**src/rtl/serial_sub_ctrl.sv**
```systemverilog
// serial_sub_ctrl: bit-serial subtractor computing diff = a - b - bin (mod 2^WIDTH).
// One 1-bit full-subtractor cell is reused every cycle, LSB first.
// Ports:
//   clk, rst          - clock, synchronous active-high reset
//   start, a, b, bin  - request and operands (sampled when start is accepted in IDLE)
//   busy              - high during the WIDTH RUN cycles
//   done              - one-cycle pulse when diff/bout hold the final result
//   diff, bout        - result and borrow-out (partial/running while busy)
module serial_sub_ctrl #(
  parameter int unsigned WIDTH = 8
) (
  input  logic             clk,
  input  logic             rst,
  input  logic             start,
  input  logic [WIDTH-1:0] a,
  input  logic [WIDTH-1:0] b,
  input  logic             bin,
  output logic             busy,
  output logic             done,
  output logic [WIDTH-1:0] diff,
  output logic             bout
);

  localparam int unsigned CW = (WIDTH > 1) ? $clog2(WIDTH) : 1;

  typedef enum logic [1:0] {
    IDLE = 2'd0,
    RUN  = 2'd1,
    DONE = 2'd2
  } state_t;

  state_t           state;
  logic [WIDTH-1:0] sa;
  logic [WIDTH-1:0] sb;
  logic [CW-1:0]    cnt;

  // Full-subtractor cell; bout doubles as the running borrow register.
  logic x_c;
  logic y_c;
  logic d_c;
  logic bw_c;

  assign x_c  = sa[0];
  assign y_c  = sb[0];
  assign d_c  = x_c ^ y_c ^ bout;
  assign bw_c = (~x_c & y_c) | (~(x_c ^ y_c) & bout);

  // Control FSM and datapath registers.
  always_ff @(posedge clk) begin
    if (rst) begin
      state <= IDLE;
      sa    <= '0;
      sb    <= '0;
      cnt   <= '0;
      busy  <= 1'b0;
      done  <= 1'b0;
      diff  <= '0;
      bout  <= 1'b0;
    end else begin
      done <= 1'b0;
      case (state)
        IDLE: begin
          if (start) begin
            sa    <= a;
            sb    <= b;
            bout  <= bin;
            cnt   <= '0;
            busy  <= 1'b1;
            state <= RUN;
          end
        end
        RUN: begin
          diff <= {d_c, diff[WIDTH-1:1]};
          sa   <= sa >> 1;
          sb   <= sb >> 1;
          bout <= bw_c;
          if (cnt == CW'(WIDTH - 1)) begin
            // Last bit: leave the counter parked so it never wraps mid-operation.
            busy  <= 1'b0;
            done  <= 1'b1;
            state <= DONE;
          end else begin
            cnt <= cnt + CW'(1);
          end
        end
        DONE: begin
          state <= IDLE;
        end
        default: begin
          state <= IDLE;
        end
      endcase
    end
  end

endmodule

```
**config.mk**
```make
export PLATFORM = sky130hd
export DESIGN_NAME = serial_sub_ctrl
export DESIGN_NICKNAME = d
export VERILOG_FILES = /design/src/rtl/serial_sub_ctrl.sv
export SDC_FILE = /design/constraint.sdc
export NUM_CORES = 1
export LEC_CHECK = 0
export BUFFER_PORTS_ARGS = -buffer_cell sky130_fd_sc_hd__buf_4
export CORE_UTILIZATION = 47
export DETAILED_ROUTE_END_ITERATION = 10
export PLACE_DENSITY = 0.76
export SKIP_CTS_REPAIR_TIMING = 1
export SKIP_LAST_GASP = 1
export SLEW_MARGIN = 5
export SYNTH_ARGS = -nofsm -noshare
export SYNTH_HDL_FRONTEND = slang
export SYNTH_SLANG_ARGS = --single-unit
export TNS_END_PERCENT = 100
```
**constraint.sdc**
```tcl
create_clock -name clk -period 1.4 [get_ports clk]
set_clock_uncertainty 0.2 [all_clocks]
set_input_delay 0.21 -clock clk [delete_from_list [all_inputs] [get_ports clk]]
set_output_delay 0.21 -clock clk [all_outputs]
set_load 0.02 [all_outputs]
```
==> impl_metrics.csv <==
group,metric,value,unit
sta,min_period,1.40,ns
clock_tree,cts_tree,"yes",
yosys,netlist_area,0.00142,mm2
sta,rsz0062_at_grt,"yes",
clock_tree,clk_path_buf_depth,2,
finish,fin_nets,215,
sta,tightest_slew,0.471,ns
clock_tree,clk_latency,0.35,ns
drt,drtIter0Drc,41,
sta,maxSlewHeadroom,68.5,%
finish,fillers,232,
power,totalPowerFinal,2180,uW
worst_setup_path,end_kind,"flip-flop",
yosys,syn_inst,149,
worst_setup_path,cp_max_fo,4,
finish,register_area,647,um2
yosys,synthTopCellsByArea,"dfxtp_1, mux2i_1, a211oi_2",
yosys,synth.distinct_cells,24,
sta,worst_slack,0.00423,ns
finish,multi_input_area,753,um2
drt,viasPerCell,5.16,
run,drv_cap,0,
sta,setup_violations,0,
worst_setup_path,rrSetupSlack,0.004,ns
yosys,synth-seq-area-share,45.2,%
finish,drive_gt1_share,38.3,%
placed_design,place_inst,209,
die,core_area,0.00281,mm2
power,powerDensity,1120,mW/mm2
die,die-area,0.00324,mm2
finish,antennaDiodeCount,0,
sta,clock.fmax,716,MHz
yosys,syn-num-nets,172,
die,die_h,56.9,um
sta,drv_slew,0,
clock_tree,numCtsBuffers,5,
sta,whs,-0.000579,ns
worst_setup_path,critPathBufInv,0,
worst_setup_path,critPathLaunchType,"flip-flop",
worst_setup_path,cpMostUsedCell,"ha_4",
yosys,ys_warn_count,0,
worst_setup_path,crit_family,"flip-flops",
drt,ant_nets,0,
min_path,hp-class,"primary input to flip-flop",
global_routing,grt_pass1_wl,4730,um
yosys,yosys_register_bits,32,
sta,hold_viol,1,
worst_setup_path,cp_slowest_stage_delay,0.35,ns
die,row_count,19,
drt,vias,1156,
power,p_leak,0.000790,uW
placed_design,place_ws,-0.109,ns
die,pin_count,31,
worst_setup_path,critical_path_arrival,1.48,ns
die,die_w,56.9,um
yosys,synth.top_cell.area_share,45.2,%
finish,final_cells,224,
clock_tree,path_clk_slew,0.10,ns
global_routing,grt_overflow,0,
drt,post_drt_wl_per_cell,13.2,um
clock_tree,cts_num_sinks,32,
clock_tree,cts_max_level,2,
die,initial_core_util,50.5,%
placed_design,portBuffers,30,
drt,routed_wirelength,2960,um
global_routing,grt_max_degree,20,
placed_design,gp_congestion,0.730,
worst_setup_path,crit_required,1.48,ns
worst_setup_path,crit_slowest_cell,"dfxtp_2",
run_status,status,"finished, violations left",
finish,fin_util,69.3,%
power,peakVddDrop,0.974,mV
clock_tree,clockRootBuffer,"clkbuf_4",
sta,period_share,99.7,%
worst_setup_path,cp_cell_sequence,"ha_4 -> ha_4 -> nand2b_4 -> a21oi_4 -> nor2b_1",
placed_design,dp.final_hpwl,2020,um
drt,drc_errors,6,
global_routing,grt_pass1_vias,1127,
finish,syn_to_final_growth,37.2,%
yosys,yosys.area.top_type,"dfxtp_1",
drt,drtPass1Iterations,7,
yosys,syn_area_per_cell,9.51,um2
run_status,failed_checks,"DRC, hold timing",
worst_setup_path,crit_type,"flip-flop to flip-flop",
global_routing,antenna_found_initial,0,
global_routing,grt_usage,19.1,%
per-layer routing:
metal	up-vias	track usage, %	wire (um)
met5	-	0	0
met4	0	8.01	61
met3	6	7.37	151
met2	28	31.3	1460
met1	520	22.0	1280
li1	602	-	-
flip-flops by register name, indices dropped and copies added (netlist names):
register	count
done	1
sb	8
bout	1
busy	1
sa	8
diff	8
state	2
cnt	3
cells in the mapped netlist:
cell type / instances
a211oi_1: 5
a211oi_2: 10
a21oi_1: 12
buf_1: 1
buf_2: 4
buf_4: 2
buf_6: 1
clkbuf_1: 3
dfxtp_1: 32
fa_1: 1
ha_1: 2
inv_1: 5
mux2i_1: 15
nand2_1: 19
nand2b_1: 5
nand3b_1: 2
nor2_1: 16
nor2b_1: 3
nor3_1: 2
nor4b_2: 1
o21ai_0: 5
o21ba_4: 1
o21bai_1: 1
o31ai_1: 1
area by class of cell:
cell class	count	area share, %
multi-input cells	101	38.8
inverters	5	0.966
clock buffers	7	3.35
flip-flops and latches	32	33.3
well taps	31	2.00
repair buffers	47	20.1
clock inverters	1	1.55
cell usage in the layout (no fill, tap or decap), drive strengths merged, types with 3 or more instances in the layout:
cell type,instances
a211oi,15
a21oi,12
buf,42
clkbuf,7
dfxtp,32
dlygate4sd3,5
inv,5
mux2i,15
nand2,19
nand2b,5
nor2,16
nor2b,3
o21ai,5
power by group:
part | leakage [uW] | internal [uW] | switching [uW]
sequential | 0.000265 | 970 | 37.5
clock | 0.0000515 | 474 | 320
combinational | 0.000474 | 198 | 181
cell families (layout without fill, tap and decap cells):
kind of cell,count (synthesis),count (layout),share of synthesized area [%]
AO/OA/AOI/OAI,35,35,19.7
adder cells (fa/ha/maj),3,3,3.18
buffers and inverters,16,60,5.65
flip-flops,32,32,45.2
multiplexers,15,15,10.6
AND/OR/NAND/NOR,48,48,15.6
metrics by stage:
step                hold WS, ns  area (um2)  setup TNS [ns]
global placement          0.245        1720         -0.0564
floorplan                 0.170        1420               0
global route             0.0162        1940          -0.227
detailed placement        0.262        1720          -0.339
finish                -0.000579        1940               0
CTS                     -0.0735        1820          -0.464
worst reg2reg max path: stages (launching register included):
cell      delay, ns
dfxtp_2        0.35
ha_4           0.16
ha_4           0.16
nand2b_4       0.15
a21oi_4        0.17
nor2b_1        0.14
path summary, 6_finish.rpt:
path / startpoint / end / cells past startpoint
hold / removal: bin / bout$_SDFFE_PP0P_ / 3
setup / recovery: cnt[0]$_SDFFE_PP0P_ / state[0]$_SDFFE_PP0P_ / 5
setup reg to reg: cnt[0]$_SDFFE_PP0P_ / state[0]$_SDFFE_PP0P_ / 5
hold reg to reg: diff[0]$_SDFFE_PP0P_ / diff[0]$_SDFFE_PP0P_ / 2
Note: power is estimated with default switching activity, not from simulation.
